**src/rtl/calc_pkg.sv**
```systemverilog
// Shared definitions for the calc_alu block: operator codes, FSM state
// encoding and the default operand width.
package calc_pkg;

  localparam int CALC_WIDTH = 9;

  typedef enum logic [1:0] {
    OP_ADD = 2'd0,
    OP_SUB = 2'd1,
    OP_MUL = 2'd2,
    OP_DIV = 2'd3
  } op_t;

  typedef enum logic [1:0] {
    ST_IDLE = 2'd0,
    ST_EXEC = 2'd1,
    ST_DONE = 2'd2
  } state_t;

endpackage

```
**src/rtl/calc_iter_core.sv**
```systemverilog
// Bit-serial datapath shared by multiply (shift-add) and divide (restoring).
// The divide step exists only when CALC_ALU_DIV_EN is defined.
module calc_iter_core
  import calc_pkg::*;
#(
  parameter int WIDTH = CALC_WIDTH
) (
  input  logic               clk,
  input  logic               load,
  input  logic               step,
  input  logic               div,
  input  logic [WIDTH-1:0]   a,
  input  logic [WIDTH-1:0]   b,
  output logic [2*WIDTH-1:0] nxt
);

  // acc = {hi, lo}: product high half / multiplier, or remainder / quotient.
  logic [2*WIDTH-1:0] acc;
  logic [WIDTH-1:0]   hi;
  logic [WIDTH-1:0]   lo;
  logic [WIDTH:0]     sum;

  assign hi  = acc[2*WIDTH-1:WIDTH];
  assign lo  = acc[WIDTH-1:0];
  assign sum = {1'b0, hi} + (lo[0] ? {1'b0, b} : {(WIDTH+1){1'b0}});

`ifdef CALC_ALU_DIV_EN
  logic [WIDTH:0] part;
  logic [WIDTH:0] diff;

  // Remainder stays below b, so bit WIDTH of diff is a clean borrow flag.
  assign part = {hi, lo[WIDTH-1]};
  assign diff = part - {1'b0, b};

  always_comb begin
    if (div) begin
      if (diff[WIDTH]) nxt = {part[WIDTH-1:0], lo[WIDTH-2:0], 1'b0};
      else             nxt = {diff[WIDTH-1:0], lo[WIDTH-2:0], 1'b1};
    end else begin
      nxt = {sum, lo[WIDTH-1:1]};
    end
  end
`else
  logic unused_div;
  assign unused_div = div;
  assign nxt        = {sum, lo[WIDTH-1:1]};
`endif

  always_ff @(posedge clk) begin
    if (load)      acc <= {{WIDTH{1'b0}}, a};
    else if (step) acc <= nxt;
  end

endmodule

```
**src/rtl/calc_alu.sv**
```systemverilog
// Multi-cycle ALU: single-cycle ADD/SUB, bit-serial MUL and DIV.
// Define CALC_ALU_DIV_EN to build the divider; otherwise DIV reports error.
module calc_alu
  import calc_pkg::*;
#(
  parameter int WIDTH = CALC_WIDTH
) (
  input  logic               clk,
  input  logic               reset,
  input  logic               start,
  input  logic [WIDTH-1:0]   operand_a,
  input  logic [WIDTH-1:0]   operand_b,
  input  logic [1:0]         operator,
  output logic               busy,
  output logic               done,
  output logic [2*WIDTH-1:0] result,
  output logic               negative,
  output logic               error
);

  localparam int CW = $clog2(WIDTH + 1);

  state_t             state;
  state_t             state_nxt;
  op_t                op_q;
  logic [WIDTH-1:0]   a_q;
  logic [WIDTH-1:0]   b_q;
  logic [CW-1:0]      cnt;
  logic               load;
  logic               step;
  logic               fin;
  logic               iter;
  logic               res_neg;
  logic               res_err;
  logic [2*WIDTH-1:0] res_val;
  logic [2*WIDTH-1:0] core_nxt;
  logic [2*WIDTH-1:0] ext_a;
  logic [2*WIDTH-1:0] ext_b;

  assign ext_a = {{WIDTH{1'b0}}, a_q};
  assign ext_b = {{WIDTH{1'b0}}, b_q};

  calc_iter_core #(.WIDTH(WIDTH)) u_core (
    .clk  (clk),
    .load (load),
    .step (step),
    .div  (op_q == OP_DIV),
    .a    (operand_a),
    .b    (b_q),
    .nxt  (core_nxt)
  );

  always_comb begin
    state_nxt = state;
    load      = 1'b0;
    step      = 1'b0;
    fin       = 1'b0;
    iter      = 1'b0;
    res_val   = '0;
    res_neg   = 1'b0;
    res_err   = 1'b0;

    case (op_q)
      OP_ADD: res_val = ext_a + ext_b;
      OP_SUB: begin
        res_val = ext_a - ext_b;
        res_neg = (a_q < b_q);
      end
      OP_MUL: begin
        iter    = 1'b1;
        res_val = core_nxt;
      end
      OP_DIV: begin
`ifdef CALC_ALU_DIV_EN
        // Divide by zero bypasses iteration and finishes after one cycle.
        if (b_q == '0) begin
          res_err = 1'b1;
        end else begin
          iter    = 1'b1;
          res_val = core_nxt;
        end
`else
        res_err = 1'b1;
`endif
      end
      default: res_err = 1'b1;
    endcase

    case (state)
      ST_IDLE: begin
        if (start) begin
          state_nxt = ST_EXEC;
          load      = 1'b1;
        end
      end
      ST_EXEC: begin
        step = iter;
        if (!iter || cnt == CW'(WIDTH - 1)) begin
          state_nxt = ST_DONE;
          fin       = 1'b1;
        end
      end
      ST_DONE: state_nxt = ST_IDLE;
      default: state_nxt = ST_IDLE;
    endcase
  end

  always_ff @(posedge clk) begin
    if (load) begin
      a_q  <= operand_a;
      b_q  <= operand_b;
      op_q <= op_t'(operator);
    end
  end

  // Outputs are registered on the EXEC->DONE edge and held until the next one.
  always_ff @(posedge clk or negedge reset) begin
    if (!reset) begin
      state    <= ST_IDLE;
      cnt      <= '0;
      result   <= '0;
      negative <= 1'b0;
      error    <= 1'b0;
    end else begin
      state <= state_nxt;
      if (load)      cnt <= '0;
      else if (step) cnt <= cnt + CW'(1);
      if (fin) begin
        result   <= res_val;
        negative <= res_neg;
        error    <= res_err;
      end
    end
  end

  assign busy = (state == ST_EXEC);
  assign done = (state == ST_DONE);

endmodule

```
**config.mk**
```make
export PLATFORM = sky130hd
export DESIGN_NAME = calc_alu
export DESIGN_NICKNAME = d
export VERILOG_FILES = /design/src/rtl/calc_pkg.sv /design/src/rtl/calc_iter_core.sv /design/src/rtl/calc_alu.sv
export SDC_FILE = /design/constraint.sdc
export NUM_CORES = 1
export LEC_CHECK = 0
export ABC_AREA = 1
export BUFFER_PORTS_ARGS = -buffer_cell sky130_fd_sc_hd__buf_2
export CORE_MARGIN = 2
export CORE_UTILIZATION = 50
export DETAILED_ROUTE_END_ITERATION = 8
export HOLD_SLACK_MARGIN = 0.06
export PLACE_DENSITY = 0.75
export RECOVER_POWER = 50
export SLEW_MARGIN = 20
export SYNTH_ARGS = -nofsm -noshare
export SYNTH_HDL_FRONTEND = slang
export SYNTH_SLANG_ARGS = --single-unit
```
**constraint.sdc**
```tcl
create_clock -name clk -period 4.08 [get_ports clk]
set_clock_uncertainty 0.1 [all_clocks]
set_input_delay 0.612 -clock clk [delete_from_list [all_inputs] [get_ports clk]]
set_output_delay 0.612 -clock clk [all_outputs]
set_load 0.02 [all_outputs]
```
==> metrics.md, run 1 <==
| Metric | Value |
|---|---|
| Vias in the first global route | 3352 |
| Clock Latency Late Sink | 0.35 ns |
| Via/cell ratio | roughly 5.3 |
| Maximum VDD drop | 336 µV |
| Top-level port count | 45 |
| Status | complete, but fails checks |
| CORE AREA | 7650 µm² |
| Clock Tree Root | clkbuf_8 |
| Post-synth EDFFs | 29 |
| Cell row count | 32 |
| Worst setup endpoint | u_core.acc[7]$_DFFE_PP_ |
| Synth top area cells | edfxtp_1 (22%), nand2_1 (19%), dfrtp_1 (17%) |
| Max frequency | between 300 and 400 MHz |
| Seq cells post-synth | 64 |
| XOR/XNOR Fraction of Synth Area | 0.00675 |
| Nets@finish | about 600 |
| Initial antenna violation count | 0 |
| WL final | approximately 9200 µm |
| TritonCTS Buffers | 9 |
| DR vias | 3468 |
| Synth Area in Adders | 0.109 |
| Cell Area, Synth | 3890 µm² |
| Failing checks | max-capacitance violations |
| Clock tree buffer depth | 2 |
| Clock transition at path regs | 0.07 ns |
| Worst Tran Pin Value | roughly 1.5 ns |
| Area grow syn2layout | 10.6% |
| Avg Cell Area, Syn | 7.69 µm² |
| Most used DFF post-synth | edfxtp_1 |
| Worst r2r src | state[0]$_DFFE_PN0P_ |
| Reg2reg end | u_core.acc[7]$_DFFE_PP_ |
| Yosys cell types | 32 |
| First-pass GRT wire length | approximately 15000 µm |
| FFs w/ async S/R, synth | 0.406 |
| Hold buffers post-CTS | 0 |
| Setup CP Type | reg -> reg |
| Largest net degree at the start of global routing | 27 |
| Detail Placement HPWL | about 6800 µm |
| Post-route ant nets | 0 |
| Synthesized Nets | 561 |
| Main combinational cell family by area after synthesis | simple AND/OR/NAND/NOR gates |
| Max_slew headroom | 0.00498 |
| Simple-gate portion of the synthesized area | 0.301 |
| GRT Residual Overflow | 0 |
| Placed cells | approximately 640 |
| Drt first pass iters | 5 |
| Mux cell area share after synthesis | 0 |
| Initial DRC Count | 373 |
| Fin. max-slew vios | 0 |
| WP data arrival | 2.54 ns |
| Tcrit/Tclk final | 0.621 |
| Unrepaired setup endpoints after global routing | false |
| Final setup fails | 0 |
| Port Buffer Count | 44 |
| CTS Sinks | between 60 and 70 |
| Final non-filler cell total | ~660 |
| Critical Path Start | state[0]$_DFFE_PN0P_ |
| Final-report hold violation count | 0 |
| Final instance area | roughly 4300 µm² |
| Max-cap violations | 1 |
| Die W | 92.2 µm |
| Fin Setup TNS | 0 ns |
| Largest area contributor in the netlist | edfxtp_1 |
| ANT cells | 0 |
| P_leak | around 2.2 nW |
| Gpl congestion | just over 0.9 |
| Min Tclk post-route | 2.53 ns |
| Ys Warns | 0 |
| Total track usage | 0.232 |
| Sequential fraction of the synthesis area | 0.437 |
| Area fraction of the dominant cell type after synthesis | 0.224 |
| Die Ht | 92.2 µm |
| Drt wl/cell | around 14 µm |
| Worst setup EP type | flop |
| Area post-placement | about 4200 µm² |
| Worst R2R Path Depth | 7 |
| Critical path required time | 4.09 ns |
| DRC | 0 |
| CTS H-tree lvls | 3 |
| Crit Path Max Fanout | 21 |
| Post-CTS Setup Inserts | 0 |
| Reg2reg setup slack | 1.55 ns |
| CTS tree | done |
| Die Area | roughly 8500 µm² |
| Startpoint types | flop |
| Post-synthesis compound-gate area fraction | 0.0573 |
| Post-CTS resize count | 0 |
| Mapped Cells | between 500 and 600 |
| Worst min path class | in -> reg |
| Initial Utilization | 0.509 |
| Layout cells sized above 1 | 0.0685 |
| Pwr Density | 665 nW/µm² |
==> routing by layer <==
metal,vias up,global-route usage,wire length [µm]
met1,1596,0.305,4080
met5,-,0,0
met2,146,0.381,4290
met3,20,0.0411,637
li1,1706,-,-
met4,0,0.0896,204
==> placed cells by master, fill, tap and decap left out <==
cell type / count
nand2_1: 192
inv_1: 65
nand3_1: 58
clkbuf_1: 35
ha_1: 29
edfxtp_1: 29
dfrtp_1: 26
nor2_1: 20
a21oi_1: 20
buf_2: 14
o21ai_0: 10
clkbuf_8: 10
dfxtp_1: 9
inv_2: 6
nand4_1: 4
fa_1: 3
nor2_4: 2
nor3_1: 2
a21oi_2: 2
nand3b_1: 2
xnor2_1: 2
a31oi_1: 2
buf_4: 2
nand2_2: 1
xor2_1: 1
and2_1: 1
o31ai_1: 1
o21ai_1: 1
o221ai_1: 1
a21o_1: 1
o22ai_1: 1
o21a_1: 1
clkinv_2: 1
buf_1: 1
==> flip-flops by register name, summed over array words and instances (netlist names) <==
register    count
u_core.acc     18
result         18
a_q             9
op_q            2
negative        1
b_q             9
error           1
state           2
cnt             4
==> worst max-delay path, stage by stage, from the launching register on <==
cell	delay (ns)
dfrtp_1	0.34
inv_1	0.05
nand3_1	0.07
clkbuf_1	0.68
inv_1	0.54
buf_4	0.37
nand2_1	0.08
nand2_1	0.05
==> cell usage after synthesis, types with 3 or more instances <==
cell type / instances
edfxtp_1: 29
clkbuf_1: 5
inv_1: 65
nand2_1: 192
ha_1: 29
inv_2: 6
o21ai_0: 10
dfxtp_1: 9
dfrtp_1: 26
nand4_1: 4
nor2_1: 20
a21oi_1: 20
nand3_1: 58
buf_2: 6
fa_1: 3
==> cells by family after synthesis <==
group / after synthesis
flops: 64
compound gates: 40
simple gates: 282
fa+ha+maj: 32
buf+inv: 85
xor+xnor: 3
==> stage by stage <==
stage               setup WS, ns  hold WS, ns  total power, mW  utilization
finish                      1.55        0.337             2.86        0.563
global route                1.34        0.329             3.10        0.563
CTS                         1.89        0.201             2.88        0.568
detailed placement          1.88        0.361             2.40        0.547
global placement            1.95        0.358             2.36        0.547
floorplan                   2.02        0.216             2.04            -
==> cell type report <==
cell class / count / area, µm²
clock buffer: 15 / 156
clock inverter: 1 / 5.00
fill: 719 / 3350
inverter: 71 / 267
multi-input combinational: 357 / 1840
sequential: 64 / 1700
tap: 102 / 128
timing repair buffer: 47 / 201
==> worst min path at each step <==
stage,start,endpoint,depth (start not counted)
after global routing,operand_b[3],b_q[3]$_DFFE_PP_,1
final,operator[1],op_q[1]$_DFFE_PP_,1
after global placement,result[1]$_DFFE_PN0P_,result[1]$_DFFE_PN0P_,1
after CTS,reset,result[5]$_DFFE_PN0P_,1
after detailed placement,result[14]$_DFFE_PN0P_,result[14]$_DFFE_PN0P_,2
after floorplan,reset,cnt[0]$_DFFE_PN0P_,0
==> power by group <==
part	total, mW	internal [mW]	switching, mW
logic	1.32	0.416	0.908
clock network	0.476	0.238	0.239
registers	1.06	0.922	0.139
Power figures use the tool's default switching activity.
==> run 2, diff against run 1 <==
Clock period 4.08 ns to 2.55 ns, I/O delays scaled along.
==> run 2 against run 1 <==
- the run ends with max-capacitance violations, max-slew violations left
- non-clock buffer count is 4 higher
- clock-buffer cell count is 1 lower
- combinational power is 61% higher
- die area stayed put
- highest routed layer unchanged
==> metrics.md, run 2 (synthesis results as in run 1) <==
| Metric | Value |
|---|---|
| Slowest-stage cell, CP | dlymetal6s2s_1 |
| Total track usage | 0.225 |
| Area grow syn2layout | 12.4% |
| Die W | around 90 µm |
| Top Registers | result (18), u_core.acc (18) |
| Post-route ant nets | 0 |
| Clock tree buffer depth | 2 |
| Clock transition at path regs | 0.07 ns |
| Initial DRC Count | 221 |
| Top-level port count | 45 |
| Nets@finish | 609 |
| Worst setup EP type | flop |
| Cell row count | 32 |
| Crit-path cells | inv_1, nand3_1, inv_1, dlymetal6s2s_1, o21ai_0 |
| Clock Tree Root | clkbuf_8 |
| CTS Sinks | 64 |
| Drt first pass iters | 4 |
| Unrepaired setup endpoints after global routing | false |
| WL final | between 8000 and 9000 µm |
| Post-CTS resize count | 0 |
| Startpoint types | flop |
| Crit Path Max Fanout | 27 |
| First-pass GRT wire length | 14900 µm |
| Critical path's most frequent cell | inv_1 |
| Max frequency | 455 MHz |
| Hold path start | operand_b[2] |
| Initial antenna violation count | 0 |
| Most frequent cells in the layout | nand2_1 (192), inv_1 (65), nand3_1 (58), clkbuf_1 (30) |
| Worst r2r src | state[0]$_DFFE_PN0P_ |
| CORE AREA | 7650 µm² |
| P_leak | about 2.3 nW |
| Vias in the first global route | about 3200 |
| Commonest non-fill, non-tap cell in the layout | nand2_1 |
| Max-cap violations | 1 |
| DRC | 0 |
| Fin. max-slew vios | 27 |
| Detail Placement HPWL | 6660 µm |
| Setup CP Type | reg -> reg |
| Min Tclk post-route | 2.20 ns |
| Gpl congestion | 0.922 |
| Worst path max stage delay | between 0.8 and 0.9 ns |
| Maximum VDD drop | between 500 and 600 µV |
| Critical Path Start | state[0]$_DFFE_PN0P_ |
| Pwr Density | 1060 nW/µm² |
| Final-report hold violation count | 0 |
| Die Ht | 92.2 µm |
| WHS | 0.112 ns |
| Tcrit/Tclk final | 0.862 |
| Worst min path class | in -> reg |
| Fin Setup TNS | 0 ns |
| Largest net degree at the start of global routing | 28 |
| Worst path bufs/invs | 3 |
| Drt wl/cell | 13.5 µm |
| TritonCTS Buffers | 9 |
| Final setup fails | 0 |
| DR vias | approximately 3300 |
| ANT cells | 0 |
| Via/cell ratio | 5.01 |
| Initial Utilization | 0.509 |
| Max_slew headroom | -0.0456 |
| CTS tree | done |
| GRT Residual Overflow | 0 |
| CTS H-tree lvls | 3 |
| Worst Tran Pin Value | 1.57 ns |
| Die Area | about 8500 µm² |
| Status | complete, but fails checks |
| WP data arrival | 2.14 ns |
| CP top delay family | buffers and inverters |
| Failing checks | max-capacitance violations, max-slew violations |
| Layout cells sized above 1 | 0.0823 |
| Clock Latency Late Sink | ~0.34 ns |
| Port Buffer Count | 44 |
| Critical path required time | roughly 2.5 ns |
[run 2: what timing repair did]
action                                 CTS  global route
endpoints found under the hold margin   26             0
buffers inserted                         0             0
hold buffers                             1             0
[run 2: worst reg2reg max path, delay by kind of cell (launching register included)]
| kind | cells | cell delay (ns) |
|---|---|---|
| AOI/OAI and AO/OA | 1 | 0.16 |
| buffers and inverters | 3 | 1.15 |
| and+or+nand+nor | 1 | 0.12 |
| DFF | 1 | 0.38 |
[run 2: worst paths after layout]
check | end | cells past startpoint | slack, ns
min in group asynchronous | result[15]$_DFFE_PN0P_ | 2 | 0.87
worst max register to register | u_core.acc[0]$_DFFE_PP_ | 5 | 0.35
worst min register to register | result[7]$_DFFE_PN0P_ | 2 | 0.38
max in group asynchronous | error$_DFFE_PN0P_ | 2 | 0.57
worst max-delay path | u_core.acc[0]$_DFFE_PP_ | 5 | 0.35
worst min-delay path | b_q[2]$_DFFE_PP_ | 1 | 0.11
[run 2: cell type report]
cell class	instances	area, µm²
Clock buffer	14	174
Clock inverter	2	11.3
Fill cell	718	3280
Inverter	71	267
Multi-Input combinational cell	357	1840
Sequential cell	64	1700
Tap cell	102	128
Timing Repair Buffer	51	246
[run 2: report_power, final]
part | internal [mW] | leakage [nW] | switching, mW
sequential | 1.48 | 0.683 | 0.219
clock | 0.439 | 0.0961 | 0.382
combinational | 0.691 | 1.51 | 1.43
total | 2.61 | 2.29 | 2.04
[run 2: per-stage QoR]
stage	setup WS, ns	instances	cell area, µm²	util	power, mW
2_1_floorplan	0.549	506	3890	-	3.26
3_3_place_gp	0.486	644	4220	0.551	3.82
3_5_place_dp	0.408	644	4220	0.551	3.88
4_1_cts	0.399	661	4410	0.577	4.72
5_1_grt	0.172	661	4370	0.571	5.05
6_report	0.352	661	4370	0.571	4.64
[run 2: layer usage]
metal	routed length [µm]	GRT usage
met5	0	0
met4	157	0.0659
met3	524	0.0452
met2	4050	0.373
met1	4180	0.300
